File: config.mk
export PLATFORM = sky130hd
export DESIGN_NAME = vga_display_gen
export DESIGN_NICKNAME = d
export VERILOG_FILES = /design/src/rtl/vga_display_gen.sv
export SDC_FILE = /design/constraint.sdc
export NUM_CORES = 1
export LEC_CHECK = 0
export ABC_AREA = 1
export ABC_CLOCK_PERIOD_IN_PS = 1600
export CAP_MARGIN = 10
export CORE_AREA = 2 2 65 67
export DETAILED_ROUTE_END_ITERATION = 16
export DIE_AREA = 0 0 67 69
export GPL_ROUTABILITY_DRIVEN = 1
export GPL_TIMING_DRIVEN = 1
export PLACE_DENSITY_LB_ADDON = 0.12
export SLEW_MARGIN = 20
export SYNTH_ARGS = -nofsm -noshare
export SYNTH_HDL_FRONTEND = slang
export SYNTH_SLANG_ARGS = --single-unit
File: constraint.sdc
create_clock -name clk -period 1.6 [get_ports clk]
set_input_delay 0.32 -clock clk [delete_from_list [all_inputs] [get_ports clk]]
set_output_delay 0.32 -clock clk [all_outputs]
set_load 0.01 [all_outputs]
File: src/rtl/vga_display_gen.sv
`timescale 1ns/1ps
// VGA scan timing generator and 2-bit pixel colouriser for the bot's pixel interface.
// Sync, blank and RGB lag vid_row/vid_col by PIX_LATENCY+1 pixel ticks; free-running, no backpressure.
module vga_display_gen #(
    parameter int CLK_DIV     = 4,
    parameter int H_ACTIVE    = 640,
    parameter int H_FP        = 16,
    parameter int H_SYNC      = 96,
    parameter int H_BP        = 48,
    parameter int V_ACTIVE    = 480,
    parameter int V_FP        = 10,
    parameter int V_SYNC      = 2,
    parameter int V_BP        = 33,
    parameter int PIX_LATENCY = 1
) (
    input  logic       clk,
    input  logic       reset,
    input  logic [1:0] vid_pixel_in,
    output logic [9:0] vid_row,
    output logic [9:0] vid_col,
    output logic       pix_tick,
    output logic       frame_start,
    output logic       video_on,
    output logic       hsync,
    output logic       vsync,
    output logic [2:0] vga_red,
    output logic [2:0] vga_green,
    output logic [1:0] vga_blue
);

    localparam int DIV_W = (CLK_DIV > 1) ? $clog2(CLK_DIV) : 1;
    localparam logic [DIV_W-1:0] DIV_LAST = DIV_W'(CLK_DIV - 1);
    localparam logic [9:0] H_LAST   = 10'(H_ACTIVE + H_FP + H_SYNC + H_BP - 1);
    localparam logic [9:0] V_LAST   = 10'(V_ACTIVE + V_FP + V_SYNC + V_BP - 1);
    localparam logic [9:0] H_ACT    = 10'(H_ACTIVE);
    localparam logic [9:0] V_ACT    = 10'(V_ACTIVE);
    localparam logic [9:0] HS_FIRST = 10'(H_ACTIVE + H_FP);
    localparam logic [9:0] HS_LAST  = 10'(H_ACTIVE + H_FP + H_SYNC - 1);
    localparam logic [9:0] VS_FIRST = 10'(V_ACTIVE + V_FP);
    localparam logic [9:0] VS_LAST  = 10'(V_ACTIVE + V_FP + V_SYNC - 1);

    logic [DIV_W-1:0]       div_q, div_d;
    logic                   tick_q;
    logic [9:0]             hcount_q, hcount_d;
    logic [9:0]             vcount_q, vcount_d;
    logic                   frame_q;
    logic                   h_wrap, v_wrap;
    logic                   act_raw, hs_raw, vs_raw;
    logic [PIX_LATENCY:0]   act_ext, hs_ext, vs_ext;
    logic [PIX_LATENCY-1:0] act_sr_q, act_sr_d;
    logic [PIX_LATENCY-1:0] hs_sr_q, hs_sr_d;
    logic [PIX_LATENCY-1:0] vs_sr_q, vs_sr_d;
    logic                   von_q, hs_q, vs_q;
    logic [7:0]             rgb_q, rgb_d;

    always_comb begin
        div_d    = (div_q == DIV_LAST) ? '0 : div_q + DIV_W'(1);
        h_wrap   = (hcount_q == H_LAST);
        v_wrap   = (vcount_q == V_LAST);
        hcount_d = hcount_q;
        vcount_d = vcount_q;
        if (tick_q) begin
            hcount_d = h_wrap ? 10'd0 : hcount_q + 10'd1;
            if (h_wrap) begin
                vcount_d = v_wrap ? 10'd0 : vcount_q + 10'd1;
            end
        end

        act_raw = (hcount_q < H_ACT) && (vcount_q < V_ACT);
        hs_raw  = !((hcount_q >= HS_FIRST) && (hcount_q <= HS_LAST));
        vs_raw  = !((vcount_q >= VS_FIRST) && (vcount_q <= VS_LAST));

        // Stage 0 takes the coordinate the bot is currently being shown.
        act_ext  = {act_sr_q, act_raw};
        hs_ext   = {hs_sr_q, hs_raw};
        vs_ext   = {vs_sr_q, vs_raw};
        act_sr_d = act_ext[PIX_LATENCY-1:0];
        hs_sr_d  = hs_ext[PIX_LATENCY-1:0];
        vs_sr_d  = vs_ext[PIX_LATENCY-1:0];

        rgb_d = 8'h00;
        if (act_sr_q[PIX_LATENCY-1]) begin
            case (vid_pixel_in)
                2'b00:   rgb_d = 8'hFF;
                2'b01:   rgb_d = 8'h00;
                2'b10:   rgb_d = 8'hE0;
                default: rgb_d = 8'h03;
            endcase
        end
    end

    always_ff @(posedge clk) begin
        if (!reset) begin
            div_q    <= '0;
            tick_q   <= 1'b0;
            hcount_q <= 10'd0;
            vcount_q <= 10'd0;
            frame_q  <= 1'b0;
            act_sr_q <= '0;
            hs_sr_q  <= '1;
            vs_sr_q  <= '1;
            von_q    <= 1'b0;
            hs_q     <= 1'b1;
            vs_q     <= 1'b1;
            rgb_q    <= 8'h00;
        end else begin
            div_q   <= div_d;
            tick_q  <= (div_q == DIV_LAST);
            frame_q <= tick_q && h_wrap && v_wrap;
            if (tick_q) begin
                hcount_q <= hcount_d;
                vcount_q <= vcount_d;
                act_sr_q <= act_sr_d;
                hs_sr_q  <= hs_sr_d;
                vs_sr_q  <= vs_sr_d;
                von_q    <= act_sr_q[PIX_LATENCY-1];
                hs_q     <= hs_sr_q[PIX_LATENCY-1];
                vs_q     <= vs_sr_q[PIX_LATENCY-1];
                rgb_q    <= rgb_d;
            end
        end
    end

    assign vid_row     = vcount_q;
    assign vid_col     = hcount_q;
    assign pix_tick    = tick_q;
    assign frame_start = frame_q;
    assign video_on    = von_q;
    assign hsync       = hs_q;
    assign vsync       = vs_q;
    assign {vga_red, vga_green, vga_blue} = rgb_q;

endmodule

Yosys cells after proc, flatten, opt, wreduce, memory -nomap -nowiden
Cells that the tools add are included.
{"block": "classes", "n_bitwise": 1, "mux": 4, "add_sub_neg": 3, "n_eq_ne": 5, "reduce_logical": 10, "order_cmp": 6}
{"operator": "one-hot mux 8 bit (3 select lines)", "n": 1}
{"operator": "adder 10 x 1 -> 10 bit, second input constant", "n": 2}
{"operator": "equality test 10 bit, second input constant", "n": 2}
{"operator": "2-to-1 mux 10 bit", "n": 2}
{"operator": ">= comparator 10 bit, second input constant", "n": 1}
{"operator": ">= comparator 10 x 9 -> 1 bit, second input constant", "n": 1}
{"operator": "<= comparator 10 bit, second input constant", "n": 1}
{"operator": "<= comparator 10 x 9 -> 1 bit, second input constant", "n": 1}
{"operator": "less-than comparator 10 bit, second input constant", "n": 1}
{"operator": "less-than comparator 10 x 9 -> 1 bit, second input constant", "n": 1}
{"operator": "2-to-1 mux 8 bit", "n": 1}
{"operator": "logical AND 1 bit", "n": 5}
{"operator": "equality test 2 bit, second input constant", "n": 2}
{"operator": "adder 2 x 1 -> 2 bit, second input constant", "n": 1}
{"operator": "equality test 2 x 1 -> 1 bit, second input constant", "n": 1}
{"operator": "logical NOT 1 bit", "n": 2}
{"operator": "logical NOT 2 bit", "n": 1}
{"operator": "AND reduction 2 bit", "n": 1}
{"operator": "OR reduction 2 bit", "n": 1}
{"operator": "NOT 1 bit", "n": 1}
{"block": "totals", "register_bits": 38, "inputBits": 4, "elab_cells": 41, "out_inout_bits": 33}

Depth between registers and ports, before layout
{"block": "depth", "depth_word": 3, "ltp_mapped": 9, "ltp_nobuf": 9}

Worst setup path after synthesis
OpenSTA, ideal clock, no wires.
{"block": "synth_path", "path_kind": "register -> register", "startpoint": "register hcount_q[0] (netlist: vid_col[0])", "endpoint": "register vcount_q[4] (netlist: vid_row[4])", "path_buffers": 0, "synth_period_minus_slack_ps": 1379, "path_slack_ps": 221, "setup_time_ps": 113, "arrival_time_ps": 1266, "path_stages_with_launch": 9, "t_required_ps": 1487, "cell_sequence": "dfxtp_1 ha_1 nand2_1 nor2_4 inv_2 nor2_4 nand3_1 nor2_1 nor2_1"}
{"block": "synth_between", "elab_chain_cells": 2}
{"item": "from (decl)", "line": "44", "source": "logic [9:0] hcount_q, hcount_d;"}
{"item": "from (signal assigned)", "line": "111", "source": "hcount_q <= hcount_d;"}
{"item": "equality test 10 bit", "line": "58", "source": "h_wrap = (hcount_q == H_LAST);"}
{"item": "AND reduction 2 bit (no line)"}
{"item": "to (signal assigned)", "line": "112", "source": "vcount_q <= vcount_d;"}
{"item": "to (decl)", "line": "45", "source": "logic [9:0] vcount_q, vcount_d;"}
No other way between the ends.
A chain may end at the register's enable or synchronous reset.

Worst setup path after layout
{"block": "layout_path", "startpoint": "register vcount_q[4] (netlist: vid_row[4])", "endpoint": "output port vid_row[4]"}
{"item": "to (decl)", "line": "19", "source": "output logic [9:0] vid_row,"}
No word-level cell between the ends.

==> qor.txt <==
Worst EP arrival: 1.25 ns
detailed placement HPWL: 2.81 mm
EDFF count, synth: 0
CP max FO: 5
Lkg Pwr: 0.000976 µW
port buffer count: 36
CP bufs+invs: 1
CP max stage cell: clkdlybuf4s50_1
clk slew on worst S/H paths: 0.07 ns
n_diodes: 0
Cells after DPL: 325
TritonCTS clock tree: done
CTS Buf Count: 5
post-route insts no fill: 333
Max clock buf depth: 2
Max-Cap Viols: 0
largest net degree at the start of global routing: 13
Yosys top cell by area: dfxtp_1
routed length per instance: 11.1 µm
Area Growth Syn to Fin: 33.0%
DIE HEIGHT: 69 µm
top_reg_cell synth: dfxtp_1
Root Buffer: clkbuf_8
top post-synthesis cells by area: dfxtp_1 39%, nand2_1 12%, nor2_1 7.1%
post-synthesis async set-or-reset flop share: 0%
Critical Path Max Stage Delay: 0.56 ns
DP Worst Slack: 0.153 ns
Final Hold Violating Endpoints: 0
Die X: 67 µm
die area: 4620 µm²
Starting Density: 43.3%
RePlAce Congestion: 0.837
final worst path period share: 98.3%
Post-Syn Instances: 240
drt first-iter violations: 101
max-slew violation count: 0
Fillers: 380
Final Setup Violations: 0
Netlist cell types: 28
first-pass GRT wire length: 6.21 mm
CP endpoint kind: output pin
PwrDens: 774 nW/µm²
Total Wirelength: 3.71 mm
Required @ worst endpoint: 1.28 ns
num ports: 37
Ys Warns: 0
Setup crit start kind: register
GR Overflow Total: 0
Max Clock Freq: 0.636 GHz
Worst Hold Class: reg2reg
post-synthesis cell area: 1690 µm²
critical path class: reg2out
Yosys top cell area share: 39.0%
register area share after synthesis: 39.0%
DR pass1 iterations: 4
Avg Cell Area, Syn: 7.06 µm²
vias in the first global route: 1,461
Max transition margin: 75.2%
Post-layout nets: 293
GR Util All Layers: 17.2%
clock insertion delay at the later pin of the skew report: 0.29 ns
via count: 1,589
clk_skew: 0.00633 ns
Final min period: 1.57 ns
count leader, synth: nand2_1
critical-path cell list: clkdlybuf4s50_1
Synth top cells by count: 55 x nand2_1, 33 x dfxtp_1, 32 x nor2_1
Pwr Total: 1740 µW
Routed Antenna Nets: 0
share of layout cells above drive strength 1: 13.8%
drt drc: 0
Worst VDD drop: 0.521 mV
Std-Cell Rows: 23
Avg Vias per Cell: 4.77
Seq cells post-synth: 33
Slew @ Worst Pin: 0.372 ns
setup TNS: 0 ns
initial antenna violation count: 0
# clock sinks: 33
Final WS setup: 0.0272 ns
Top delay family on crit path: buffers and inverters
H-Tree Level Count: 2
Placeable Area: 3910 µm²
syn_nets: 251
run status: complete, no violations
-- state kept, by name, summed over array words and instances (netlist names) --
signal,cells
vid_col,10
vid_row,10
div_q,2
hsync,1
frame_start,1
vs_sr_q,1
video_on,1
pix_tick,1
act_sr_q,1
rgb_q,3
vsync,1
hs_sr_q,1
-- placed cells by master, fill, tap and decap left out, types with 2 or more instances in the layout --
cell,count
dlygate4sd2_1,2
dlymetal6s2s_1,2
nand2_1,55
xor2_1,5
inv_2,5
buf_4,8
nor2_4,2
clkbuf_8,6
nand3_1,14
dfxtp_2,9
inv_1,31
o21ai_1,2
nand3_2,3
clkdlybuf4s50_1,32
nand2_2,2
dfxtp_1,23
nor2_1,32
nand4_1,5
nor3_1,7
a21oi_1,13
ha_1,7
o21ai_0,5
nor3b_1,2
-- through the flow --
step,cell area [µm²],hold WS (ns),utilization (%)
floorplan,1690,0.408,-
global placement,2120,0.423,54.2
detailed placement,2120,0.421,54.2
CTS,2240,0.432,57.3
global route,2250,0.480,57.6
finish,2250,0.441,57.6
-- final timing paths --
kind,startpoint,to,slack [ns],cells after the start
max,vid_row[4]$_SDFFE_PN0P_,vid_row[4],0.03,1
min,div_q[0]$_SDFF_PP0_,div_q[0]$_SDFF_PP0_,0.44,1
max reg2reg,vid_col[0]$_SDFFE_PN0P_,vid_row[4]$_SDFFE_PN0P_,0.20,8
min reg2reg,div_q[0]$_SDFF_PP0_,div_q[0]$_SDFF_PP0_,0.44,1
-- cells by family (layout without fill, tap and decap cells) --
group / count (synthesis) / count (layout) / share of synthesized area, %
flip-flops: 33 / 33 / 39.0
buffers and inverters: 46 / 89 / 11.6
XOR/XNOR: 5 / 5 / 2.58
AO/OA/AOI/OAI: 25 / 25 / 8.27
AND/OR/NAND/NOR: 124 / 124 / 33.4
adder cells (fa/ha/maj): 7 / 7 / 5.17
-- layer usage --
| metal | vias to the layer above | global-route usage [%] | part of all wire (%) |
|---|---|---|---|
| li1 | 837 | - | - |
| met1 | 706 | 21.9 | 47 |
| met2 | 41 | 27.7 | 46 |
| met3 | 5 | 4.89 | 5.4 |
| met4 | 0 | 5.44 | 1.1 |
| met5 | - | 0 | 0 |
-- power breakdown --
| part | switching (µW) | leakage [µW] | internal, µW |
|---|---|---|---|
| clock | 312 | 0.0000585 | 508 |
| sequential | 8.88 | 0.000272 | 835 |
| combinational | 41.8 | 0.000646 | 38.4 |
| total | 362 | 0.000976 | 1380 |
-- final cells by class --
| type | instances | area (µm²) | area share [%] |
|---|---|---|---|
| tap | 50 | 62.6 | 2.78 |
| clock inverter | 1 | 30.0 | 1.33 |
| multi-input combinational | 161 | 837 | 37.1 |
| clock buffer | 7 | 86.3 | 3.83 |
| timing repair buffer | 44 | 423 | 18.8 |
| sequential | 33 | 676 | 30.0 |
| inverter | 37 | 139 | 6.16 |
-- timing repair --
| item | CTS | global route |
|---|---|---|
| setup buffers | 0 | 0 |
| resized for setup | 9 | 6 |
| hold buffers | 0 | 0 |
| setup endpoints to repair | 8 | 6 |
(Power assumes the default switching activity.)
